## src/rtl/seg7_pkg.sv

```systemverilog
// seg7_pkg: shared types and constants for the seven-segment scan controller.
//   seg_pattern_t : 7-bit active-high segment pattern {g,f,e,d,c,b,a}
//   SEG_HEX       : hex digit (0-F) to segment pattern lookup
//   scan_state_e  : per-slot scan phase (BLANK, ON)
package seg7_pkg;

    typedef logic [6:0] seg_pattern_t;

    localparam seg_pattern_t SEG_HEX [16] = '{
        7'h3F, 7'h06, 7'h5B, 7'h4F,   // 0 1 2 3
        7'h66, 7'h6D, 7'h7D, 7'h07,   // 4 5 6 7
        7'h7F, 7'h6F, 7'h77, 7'h7C,   // 8 9 A b
        7'h39, 7'h5E, 7'h79, 7'h71    // C d E F
    };

    typedef enum logic {
        BLANK = 1'b0,
        ON    = 1'b1
    } scan_state_e;

endpackage

```

## src/rtl/seg7_decoder.sv

```systemverilog
// seg7_decoder: combinational hex nibble + decimal point to segment pattern.
//   nibble : hex value 0-F
//   dp     : decimal point (1 = lit)
//   seg    : active-high {dp,g,f,e,d,c,b,a}
module seg7_decoder
    import seg7_pkg::*;
(
    input  logic [3:0] nibble,
    input  logic       dp,
    output logic [7:0] seg
);

    always_comb begin
        seg = {dp, SEG_HEX[nibble]};
    end

endmodule

```

## src/rtl/seg7_scan_ctrl.sv

```systemverilog
// seg7_scan_ctrl: time-multiplexed seven-segment display controller.
// Displays a shadowed packed hex word, one digit per slot; each slot starts with
// BLANK_CYCLES of all-anodes-off to suppress ghosting. Pins are registered.
//   clk, rst       : clock, asynchronous active-high reset
//   disp_data_i    : hex nibbles, nibble k -> digit k (digit 0 rightmost)
//   disp_dp_i      : decimal point per digit
//   digit_en_i     : per-digit enable
//   lzb_en_i       : leading-zero blanking enable
//   load_i         : capture inputs into shadow registers
//   load_ack_o     : one-cycle pulse after a capture
//   sev_cathode_o  : segments {dp,g,f,e,d,c,b,a}, polarity per SEG_ACTIVE_LOW
//   sev_anode_o    : digit selects, polarity per AN_ACTIVE_LOW
//   digit_idx_o    : digit being scanned, aligned with sev_anode_o
// Optional: define SEG7_BRIGHTNESS_EN to add bright_i[3:0] (PWM within ON phase).
module seg7_scan_ctrl
    import seg7_pkg::*;
#(
    parameter int NUM_DIGITS     = 8,
    parameter int SLOT_CYCLES    = 2500,
    parameter int BLANK_CYCLES   = 16,
    parameter int SEG_ACTIVE_LOW = 1,
    parameter int AN_ACTIVE_LOW  = 1,
    localparam int IDX_W = (NUM_DIGITS > 1) ? $clog2(NUM_DIGITS) : 1
) (
    input  logic                    clk,
    input  logic                    rst,
    input  logic [4*NUM_DIGITS-1:0] disp_data_i,
    input  logic [NUM_DIGITS-1:0]   disp_dp_i,
    input  logic [NUM_DIGITS-1:0]   digit_en_i,
    input  logic                    lzb_en_i,
`ifdef SEG7_BRIGHTNESS_EN
    input  logic [3:0]              bright_i,
`endif
    input  logic                    load_i,
    output logic                    load_ack_o,
    output logic [7:0]              sev_cathode_o,
    output logic [NUM_DIGITS-1:0]   sev_anode_o,
    output logic [IDX_W-1:0]        digit_idx_o
);

    localparam int PS_W = (SLOT_CYCLES > 1) ? $clog2(SLOT_CYCLES) : 1;

    logic [4*NUM_DIGITS-1:0] sh_data;
    logic [NUM_DIGITS-1:0]   sh_dp;
    logic [NUM_DIGITS-1:0]   sh_en;
    logic                    sh_lzb;
`ifdef SEG7_BRIGHTNESS_EN
    logic [3:0]              sh_bright;
    logic [31:0]             on_cnt;
`endif

    logic [PS_W-1:0]  ps, ps_next;
    logic [IDX_W-1:0] idx, idx_next;
    logic             slot_last;
    scan_state_e      state, state_next;

    logic [3:0]       nib;
    logic             dp_bit, en_bit, lz_hit, zero_run, lit;
    logic [7:0]       seg_pat;

    logic [NUM_DIGITS-1:0] an_d, an_q;
    logic [7:0]            cat_d, cat_q;
    logic [IDX_W-1:0]      idx_q;
    logic                  ack_q;

    // Shadow capture: the scan only ever reads these copies.
    always_ff @(posedge clk or posedge rst) begin
        if (rst) begin
            sh_data <= '0;
            sh_dp   <= '0;
            sh_en   <= '0;
            sh_lzb  <= 1'b0;
`ifdef SEG7_BRIGHTNESS_EN
            sh_bright <= '0;
`endif
            ack_q   <= 1'b0;
        end else begin
            ack_q <= load_i;
            if (load_i) begin
                sh_data <= disp_data_i;
                sh_dp   <= disp_dp_i;
                sh_en   <= digit_en_i;
                sh_lzb  <= lzb_en_i;
`ifdef SEG7_BRIGHTNESS_EN
                sh_bright <= bright_i;
`endif
            end
        end
    end

    // State register: prescaler, digit index and scan phase.
    always_ff @(posedge clk or posedge rst) begin
        if (rst) begin
            ps    <= '0;
            idx   <= '0;
            state <= BLANK;
        end else begin
            ps    <= ps_next;
            idx   <= idx_next;
            state <= state_next;
        end
    end

    // Next-state logic; the phase is derived from the next prescaler value so
    // that state is always consistent with ps.
    always_comb begin
        slot_last = (ps == PS_W'(SLOT_CYCLES - 1));
        ps_next   = slot_last ? '0 : ps + PS_W'(1);
        idx_next  = idx;
        if (slot_last) begin
            idx_next = (idx == IDX_W'(NUM_DIGITS - 1)) ? '0 : idx + IDX_W'(1);
        end
        state_next = (int'(ps_next) < BLANK_CYCLES) ? BLANK : ON;
    end

    // Digit select plus leading-zero detection: walking from the MSB down,
    // zero_run stays set while every nibble seen so far is zero.
    always_comb begin
        nib      = '0;
        dp_bit   = 1'b0;
        en_bit   = 1'b0;
        lz_hit   = 1'b0;
        zero_run = 1'b1;
        for (int unsigned i = 0; i < NUM_DIGITS; i++) begin
            zero_run = zero_run & (sh_data[4*(NUM_DIGITS-1-i) +: 4] == 4'h0);
            if (idx == IDX_W'(NUM_DIGITS - 1 - i)) begin
                nib    = sh_data[4*(NUM_DIGITS-1-i) +: 4];
                dp_bit = sh_dp[NUM_DIGITS-1-i];
                en_bit = sh_en[NUM_DIGITS-1-i];
                lz_hit = zero_run && (i != NUM_DIGITS - 1);
            end
        end
    end

    seg7_decoder u_dec (
        .nibble (nib),
        .dp     (dp_bit),
        .seg    (seg_pat)
    );

    // Output logic (active-high, pre-register).
    always_comb begin
        an_d  = '0;
        cat_d = '0;
        lit   = (state == ON) && en_bit && !(sh_lzb && lz_hit);
`ifdef SEG7_BRIGHTNESS_EN
        on_cnt = 32'(ps) - 32'(BLANK_CYCLES);
`endif
        if (lit) begin
            cat_d = seg_pat;
`ifdef SEG7_BRIGHTNESS_EN
            if (on_cnt[3:0] < sh_bright) begin
                an_d = NUM_DIGITS'(1) << idx;
            end
`else
            an_d = NUM_DIGITS'(1) << idx;
`endif
        end
    end

    always_ff @(posedge clk or posedge rst) begin
        if (rst) begin
            an_q  <= '0;
            cat_q <= '0;
            idx_q <= '0;
        end else begin
            an_q  <= an_d;
            cat_q <= cat_d;
            idx_q <= idx;
        end
    end

    // Registers hold active-high values; pin polarity is applied here.
    assign sev_anode_o   = (AN_ACTIVE_LOW  != 0) ? ~an_q  : an_q;
    assign sev_cathode_o = (SEG_ACTIVE_LOW != 0) ? ~cat_q : cat_q;
    assign digit_idx_o   = idx_q;
    assign load_ack_o    = ack_q;

endmodule

```

## config.mk

```make
export PLATFORM = sky130hd
export DESIGN_NAME = seg7_scan_ctrl
export DESIGN_NICKNAME = d
export VERILOG_FILES = /design/src/rtl/seg7_pkg.sv /design/src/rtl/seg7_decoder.sv /design/src/rtl/seg7_scan_ctrl.sv
export SDC_FILE = /design/constraint.sdc
export NUM_CORES = 1
export LEC_CHECK = 0
export CORE_MARGIN = 2
export CORE_UTILIZATION = 48
export DETAILED_ROUTE_END_ITERATION = 16
export PLACE_DENSITY = 0.76
export SETUP_SLACK_MARGIN = 0.15
export SLEW_MARGIN = 30
export SYNTH_ARGS = -nofsm -noshare
export SYNTH_HDL_FRONTEND = slang
export SYNTH_SLANG_ARGS = --single-unit
```

## constraint.sdc

```tcl
create_clock -name clk -period 2.69 [get_ports clk]
set_input_delay 0.269 -clock clk [delete_from_list [all_inputs] [get_ports clk]]
set_output_delay 0.269 -clock clk [all_outputs]
set_load 0.1 [all_outputs]
```

# Word level (Yosys, flattened, before mapping)
# Memories as Yosys holds them, arrays and structs flattened.
# Index checks and enable logic that the tools add are counted.
[word_totals]
regBits = 85
ram_bits = 0
elab_cells = 85
latchBits = 0
n_memories = 1
rom_bits = 112
[memory_table]
columns = ["memory", "words", "width", "rd", "rd_ports_with_merged_regs", "wr", "line", "text"]
rows = [
  ["(no name shown)", 16, 7, 1, 0, 0, "seg7_decoder.sv:14", "seg = {dp, SEG_HEX[nibble]};"],
]
[classes]
reduce_logical = 12
shift = 1
eq_ne = 8
n_bitwise = 9
multipliers = 0
n_mux = 39
addsub = 2
div_mod_pow = 0
magnitude_cmp = 2
[ops]
columns = ["operator", "count"]
rows = [
  ["$mux W4", 8],
  ["$logic_not A4 Y1", 7],
  ["$mux W1", 25],
  ["$mux W8", 2],
  ["$not A8 Y8", 2],
  ["$mux W7", 2],
  ["$add A12 B1 Y12 const B", 1],
  ["$eq A12 B12 Y1 const B", 1],
  ["$eq A3 B3 Y1 const B", 4],
  ["$lt A12 B5 Y1 const B", 1],
  ["$mux W12", 1],
  ["$shl A1 B3 Y8 const A", 1],
  ["$and A1 B1 Y1", 6],
  ["$eq A3 B2 Y1 const B", 2],
  ["$ge A5 B5 Y1 const B", 1],
  ["$not A4 Y5", 1],
  ["$add A3 B1 Y3 const B", 1],
  ["$eq A3 B1 Y1 const B", 1],
  ["$logic_and A1 B1 Y1", 3],
  ["$logic_not A3 Y1", 1],
  ["$mux W3", 1],
  ["$logic_not A1 Y1", 1],
]

# Longest topological paths before layout
# Gate-level depths: netlist of the first run.
[logic_depth]
word_depth = 14
mapped_depth = 15
mapped_depth_nobuf = 13

# Modules after synthesis
# A second synthesis of the first run with hierarchy kept.
[unflattened]
cells_unflattened = 405
area_unflattened_um2 = 4341.7
[by_module_without_submodules]
columns = ["module", "cells_each", "instances", "area_each_um2"]
rows = [
  ["seg7_scan_ctrl", 371, 1, 4046.4],
  ["seg7_decoder", 34, 1, 295.3],
]

# Least setup slack after synthesis of the first run
# OpenSTA, ideal clock, no wires.
[synth_timing]
kind = "reg-to-reg"
start = "reg idx[2]"
end = "reg cat_q[1]"
setup_slack_ns = -0.236
t_arrival_ns = 2.831
setup_ns = 0.096
path_stages_with_launch = 14
path_cell_list = "dfrtp_1 > inv_1 > clkbuf_1 > ha_1 > buf_2 > clkinv_1 > a21oi_1 > o21ai_0 > a21oi_1 > inv_1 > ha_1 > nor3_1 > a211oi_1 > a311oi_2"
[synth_via]
elab_chain_cells = 14
word_cells_on_any_way = 41
classes_between = "eq/ne (7); mux (27); bitwise (1); reduce/logical (5); memory (1)"
[synth_rtl]
columns = ["item", "line", "text"]
rows = [
  ["from (decl)", "seg7_scan_ctrl.sv:53", "logic [IDX_W-1:0] idx, idx_next;"],
  ["from (signal assigned)", "seg7_scan_ctrl.sv:99", "idx <= idx_next;"],
  ["$eq A3 B3 Y1", "seg7_scan_ctrl.sv:126", "if (idx == IDX_W'(NUM_DIGITS - 1 - i)) begin"],
  ["$mux W4 (8 in series)", "seg7_scan_ctrl.sv:126", ""],
  ["$not A4 Y5 (implied by the code)", "seg7_decoder.sv:14", ""],
  ["$mem_v2 Z16 W7", "n/a", ""],
  ["$mux W7 (implied by the code) (2 in series)", "seg7_decoder.sv:14", ""],
  ["$mux W8 *", "seg7_scan_ctrl.sv:149", "if (lit) begin"],
  ["via cat_d[1]", "seg7_scan_ctrl.sv:62", "logic [7:0] cat_d, cat_q;"],
  ["to (signal assigned)", "seg7_scan_ctrl.sv:168", "cat_q <= cat_d;"],
  ["to (decl)", "seg7_scan_ctrl.sv:62", ""],
]
# Mark *: on every way through the listed nets, which the timed path passes. The rest lies on a longest branch. The select of a mux whose other input is x is not followed.
# A chain may end at the register's enable or synchronous reset.

# Final worst setup path of the first run
[layout_timing]
start = "reg idx[0]"
end = "reg cat_q[6]"
# Same word-level chain as after synthesis.

==> results.cfg, run 1 <==
[placed_design]
hpwl_mm = 7.218
place_inst = 576
routabilityCongestion = 0.8865
numPortBuffers = 71
dpl-instance-area_um2 = 5167

[logic_synthesis]
ys_ff_latch = 85
ys_types = 60
synth.area.top_cells = dfrtp_1, mux2_2, ha_1, inv_1, nand2_1
yosysTopAreaCellShare_pct = 49.22
yosysMostFrequentCell = dfrtp_1
syn_inst = 402
yosysTopAreaCell = dfrtp_1
yosys_warnings = 0
syn_area_per_cell_um2 = 10.75
synth_nets = 467
ys_seq_area_share_pct = 49.22
synthTopCellsByCount = dfrtp_1, mux2_2, inv_1
synth_edf_count = 0
syn_area_um2 = 4322
synthFlopType = dfrtp_1
async_reset_ff_share_pct = 100.0

[job]
max_cap_viol_count = 0

[die]
pin_count = 72
start_util_pct = 49.56
fp.dieW_um = 98.89
die_area_um2 = 9778
core-area_um2 = 8721
rows = 34
die_h_um = 98.89

[global_routing]
grt_pass1_vias = 3367
grt_max_degree = 54
grtUsageTotal_pct = 21.15
grt_pass1_wl_mm = 16.62
grt-ovfl-total = 0
antenna_found_initial = 0

[route]
first_pass_iters = 6
drt-wirelength-per-cell_um = 17.56
vias_per_cell = 5.746
wl_mm = 10.73
ant_nets = 0
initialDrtViolationCount = 270
route.vias.total = 3511
drc = 0

[pwr]
powerDensity_nw_per_um2 = 517.1
irDropWorstVdd_v = 0.0002560
p_leak_nw = 2.402
power_mw = 2.986

[clock_tree]
cts_buffer_depth = 2
numCtsBuffers = 9
tritoncts = yes
h-tree-depth = 3
clock_sinks = 85
postCtsHoldBufs = 0
clk-insertion-delay-late_ns = 0.35
clockRootBuffer = clkbuf_8
cts.clk_slew.worst_paths_ns = 0.09

[critical_path]
crit_top_cell = buf_4
setup.worst_path.class = reg -> reg
worstPathRequired_ns = 2.94
cp_max_fo = 7
crit_path_max_incr_delay_ns = 0.44
cp_cell_sequence = buf_4 > ha_4 > ha_4 > buf_4 > nand2_1 > o211ai_1 > a222oi_1 > a21oi_2 > buf_4 > ha_1 > inv_2 > nor3_2 > a2111oi_4
critPathSlowestCell = dfrtp_2
critical_path_arrival_ns = 2.80
cp-start-kind = flip-flop
endpoint_kind = flip-flop
crit_start = idx[0]$_DFFE_PP0N_
reg2reg_from = idx[0]$_DFFE_PP0N_

[final_layout]
drive_above_1_share_pct = 33.80
multiInputGateArea_um2 = 2171
layout.cells.non_filler = 611
area_delta_synth_final_pct = 33.61
antenna_cells = 0
fill_cells = 632
seq_area_um2 = 2130
num-nets-final = 564
fin_util_pct = 66.21
final_area_um2 = 5774

[sta]
slew_violations = 0
rsz0062_at_grt = yes
clock_skew_ns = 0.01234
worst_pin_slew_ns = 0.6350
max_freq_mhz = 392.6
relSlewSlack_pct = 57.67
period_share_pct = 94.69
hold_viol_final = 0
setup_tns_ns = 0
fin_crit_ns = 2.547
finalSetupViolations = 0

[hold_path]
min_path_type = in -> async

[outcome]
status = finished, final reports clean
## through the flow
stage | setup slack (ns) | hold slack, ns
after CTS | 0.1540 | 0.1342
after floorplan | 0.1514 | 0.3004
final | 0.1427 | 0.1369
after global routing | 0.06523 | 0.1498
after global placement | 0.1207 | 0.4102
after detailed placement | 0.02198 | 0.4266
## sequential cells by signal, summed over array words and instances (netlist names)
register,count
cat_q,8
state,1
load_ack_o,1
sh_lzb,1
sh_dp,8
idx,3
sh_en,8
an_q,8
ps,12
digit_idx_o,3
sh_data,32
## layout make-up
cell class                 count  share of cell area [%]
multi-input combinational    260                   37.59
sequential                    85                   36.88
timing repair buffer         108                   16.92
inverter                      35                   2.427
clock buffer                  10                   2.384
tap                          108                   2.340
clock inverter                 5                   1.452
## cells in the final DEF (no fill, tap or decap), types with 3 or more instances in the layout
cell type        instances
clkbuf_8                10
and3_1                   6
inv_2                    4
nor3_1                   4
inv_1                   26
nor3b_1                  3
a221oi_1                 3
nor4_1                   4
ha_4                     7
nand4_1                  4
buf_4                   50
xnor2_1                  9
a21oi_1                 12
inv_4                    3
nand2b_1                 4
nor4_2                   3
mux2_2                  46
nand2_1                 27
o21ai_1                  4
a21oi_2                  3
ha_1                     5
o21ai_0                 17
buf_6                    5
clkdlybuf4s50_1         50
o211ai_1                 6
dfrtp_1                 83
nor2_1                  21
nand3_1                 14
## repair_timing
item	4_1_cts	5_1_grt
buffers inserted	2	17
pin swaps	2	13
gates resized for setup	18	37
cloned	0	1
endpoints found under the setup margin	8	13
## cell families after synthesis
group | Yosys count | share of synthesized area, %
flops | 85 | 49.22
simple gates | 111 | 13.69
fa+ha+maj | 13 | 3.764
buf+inv | 58 | 5.675
compound gates | 76 | 12.97
mux | 48 | 12.45
xor+xnor | 11 | 2.229
## per-layer routing
layer	GRT usage (%)	part of all wire [%]	routed length, µm	up-vias
met1	28.60	43	4598	1725
met3	4.043	5.9	633	38
met4	7.376	3.4	369	0
met2	34.25	48	5127	138
li1	-	-	-	1610
met5	0	0	0	-
## worst max-delay path, delay by kind of cell (launching register included)
kind            cells  cell delay, ns
fa+ha+maj           3            0.55
flops               1            0.44
buf+inv             4            0.55
compound gates      4            0.77
simple gates        2            0.13
## path summary, 6_finish.rpt
path                                            to  slack, ns  cells past startpoint
max in group asynchronous       cat_q[1]$_DFF_PP0_       1.99                      3
hold reg to reg             sh_data[3]$_DFFE_PP0P_       0.51                      1
setup / recovery                cat_q[6]$_DFF_PP0_       0.14                     13
hold / removal             sh_data[27]$_DFFE_PP0P_       0.14                      2
setup reg to reg                cat_q[6]$_DFF_PP0_       0.14                     13
min in group clk              load_ack_o$_DFF_PP0_       0.45                      2
## power breakdown
| part | internal [mW] | switching, mW | total [mW] |
|---|---|---|---|
| combinational | 0.232 | 0.317 | 0.549 |
| clock | 0.546 | 0.449 | 0.995 |
| sequential | 1.37 | 0.0724 | 1.44 |
Note: power is estimated with default switching activity, not from simulation.
==> run 2, diff against run 1 <==
Settings changed: CORE_ASPECT_RATIO set to 0.5.
==> results.cfg, run 2 (synthesized netlist as in run 1, its figures left out) <==
[route]
initialDrtViolationCount = 222
drt-wirelength-per-cell_um = 17.54
ant_nets = 0
drc = 0
first_pass_iters = 6
wl_mm = 10.89
vias_per_cell = 5.670
route.vias.total = 3521

[placed_design]
hpwl_mm = 7.189
numPortBuffers = 71
dp_worst_setup_slack_ns = -0.05322
place_inst = 590
routabilityCongestion = 0.9538

[global_routing]
grt-ovfl-total = 0
grt_pass1_vias = 3481
grt_max_degree = 86
grt_pass1_wl_mm = 17.64
grtUsageTotal_pct = 22.82
antenna_found_initial = 0

[sta]
whs_ns = 0.3170
max_freq_mhz = 388.5
slew_violations = 0
hold_viol_final = 0
period_share_pct = 95.69
finalSetupViolations = 0
rsz0062_at_grt = yes
clock_skew_ns = 0.008579
worst_pin_slew_ns = 0.5829
setup_slack_ns = 0.1158
relSlewSlack_pct = 60.78
fin_crit_ns = 2.574

[outcome]
status = finished, final reports clean

[final_layout]
largest_registers = sh_data (32), ps (12)
final_cell_mix = dfrtp_1, buf_4, clkdlybuf4s50_1, mux2_2, inv_1
antenna_cells = 0
drive_above_1_share_pct = 34.13
num-nets-final = 564
top_register = sh_data
area_delta_synth_final_pct = 36.07
layout.cells.non_filler = 621
final_common_cell = dfrtp_1
largest_reg_flops = 32

[die]
die_h_um = 71.10
start_util_pct = 49.46
die_area_um2 = 9825
pin_count = 72
rows = 24
fp.dieW_um = 138.2
core-area_um2 = 8738

[critical_path]
critical_path_arrival_ns = 2.82
setup.worst_path.class = reg -> reg
crit_path_max_incr_delay_ns = 0.46
cp_cell_sequence = inv_4 > ha_4 > buf_8 > buf_12 > a2111oi_4 > o221ai_2 > a22oi_2 > a211oi_2 > or2_4 > buf_4 > a311oi_2
worst-path-buf-inv = 4
cp-start-kind = flip-flop
critPathSlowestCell = dfrtp_2
cp_top_family = compound AO/OA/AOI/OAI gates
endpoint_kind = flip-flop
cp_max_fo = 7
worstPathRequired_ns = 2.93

[hold_path]
min_path_type = in -> reg

[clock_tree]
cts.clk_slew.worst_paths_ns = 0.07
h-tree-depth = 3
tritoncts = yes
cts_buffer_depth = 2
clockRootBuffer = clkbuf_16
postCtsHoldBufs = 0
clk-insertion-delay-late_ns = 0.34
numCtsBuffers = 9
clock_sinks = 85

[pwr]
powerDensity_nw_per_um2 = 559.0
irDropWorstVdd_v = 0.0003772
p_leak_nw = 2.446

[job]
max_cap_viol_count = 0
## run 2: cell types whose count changed in the layout (fill, tap and decap cells not counted), moves of 3 or more
cell / delta
clkbuf_8: -10
nor2_1: -3
buf_6: -3
clkbuf_16: +9
inv_6: +3
## run 2: per-stage QoR
step	TNS, ns	utilization (%)	area [µm²]	power (mW)
3_3_place_gp	0	59.69	5216	1.965
2_1_floorplan	0	-	4342	1.795
4_1_cts	0	64.95	5675	3.269
5_1_grt	-0.04168	67.30	5881	3.405
6_report	0	67.30	5881	3.288
3_5_place_dp	-0.05322	59.69	5216	1.976
## run 2: final timing paths
path / startpoint / end / slack [ns] / cells past startpoint
min in group asynchronous: rst / sh_data[27]$_DFFE_PP0P_ / 0.33 / 3
setup reg to reg: idx[1]$_DFFE_PP0N_ / cat_q[1]$_DFF_PP0_ / 0.12 / 11
hold / removal: load_i / load_ack_o$_DFF_PP0_ / 0.32 / 2
max in group asynchronous: rst / idx[1]$_DFFE_PP0N_ / 2.01 / 3
setup / recovery: idx[1]$_DFFE_PP0N_ / cat_q[1]$_DFF_PP0_ / 0.12 / 11
hold reg to reg: sh_dp[5]$_DFFE_PP0P_ / sh_dp[5]$_DFFE_PP0P_ / 0.50 / 1
## run 2: worst register-to-register path: cells and delay by family, from the launching register on
family                   cells  cell delay, ns
AO/OA/AOI/OAI                5            1.03
buffers and inverters        4            0.51
flip-flops                   1            0.46
AND/OR/NAND/NOR              1            0.30
adder cells (fa/ha/maj)      1            0.18
## run 2: timing repair
action                     CTS  global route
pin swaps                    5            16
setup endpoints to repair    8            14
resized for setup           26            31
setup buffers                5             9
gates cloned                 0             1
## run 2: per-layer routing
layer  track usage, %  part of all wire, %
met1            31.84                   45
met2            35.86                   47
met3            6.026                  5.9
met4            6.236                  1.2
met5                0                    0
## run 2: power by group
part | total [mW] | switching (mW) | internal, mW
clock | 1.28 | 0.546 | 0.733
sequential | 1.45 | 0.0757 | 1.37
combinational | 0.562 | 0.325 | 0.238
## run 2: cell type report
class                      instances  area, µm²
timing repair buffer             108      985.9
fill                             659       2858
inverter                          35      140.1
clock inverter                     7      80.08
tap                              117      146.4
multi-input combinational        260       2173
sequential                        85       2130
clock buffer                       9      225.2
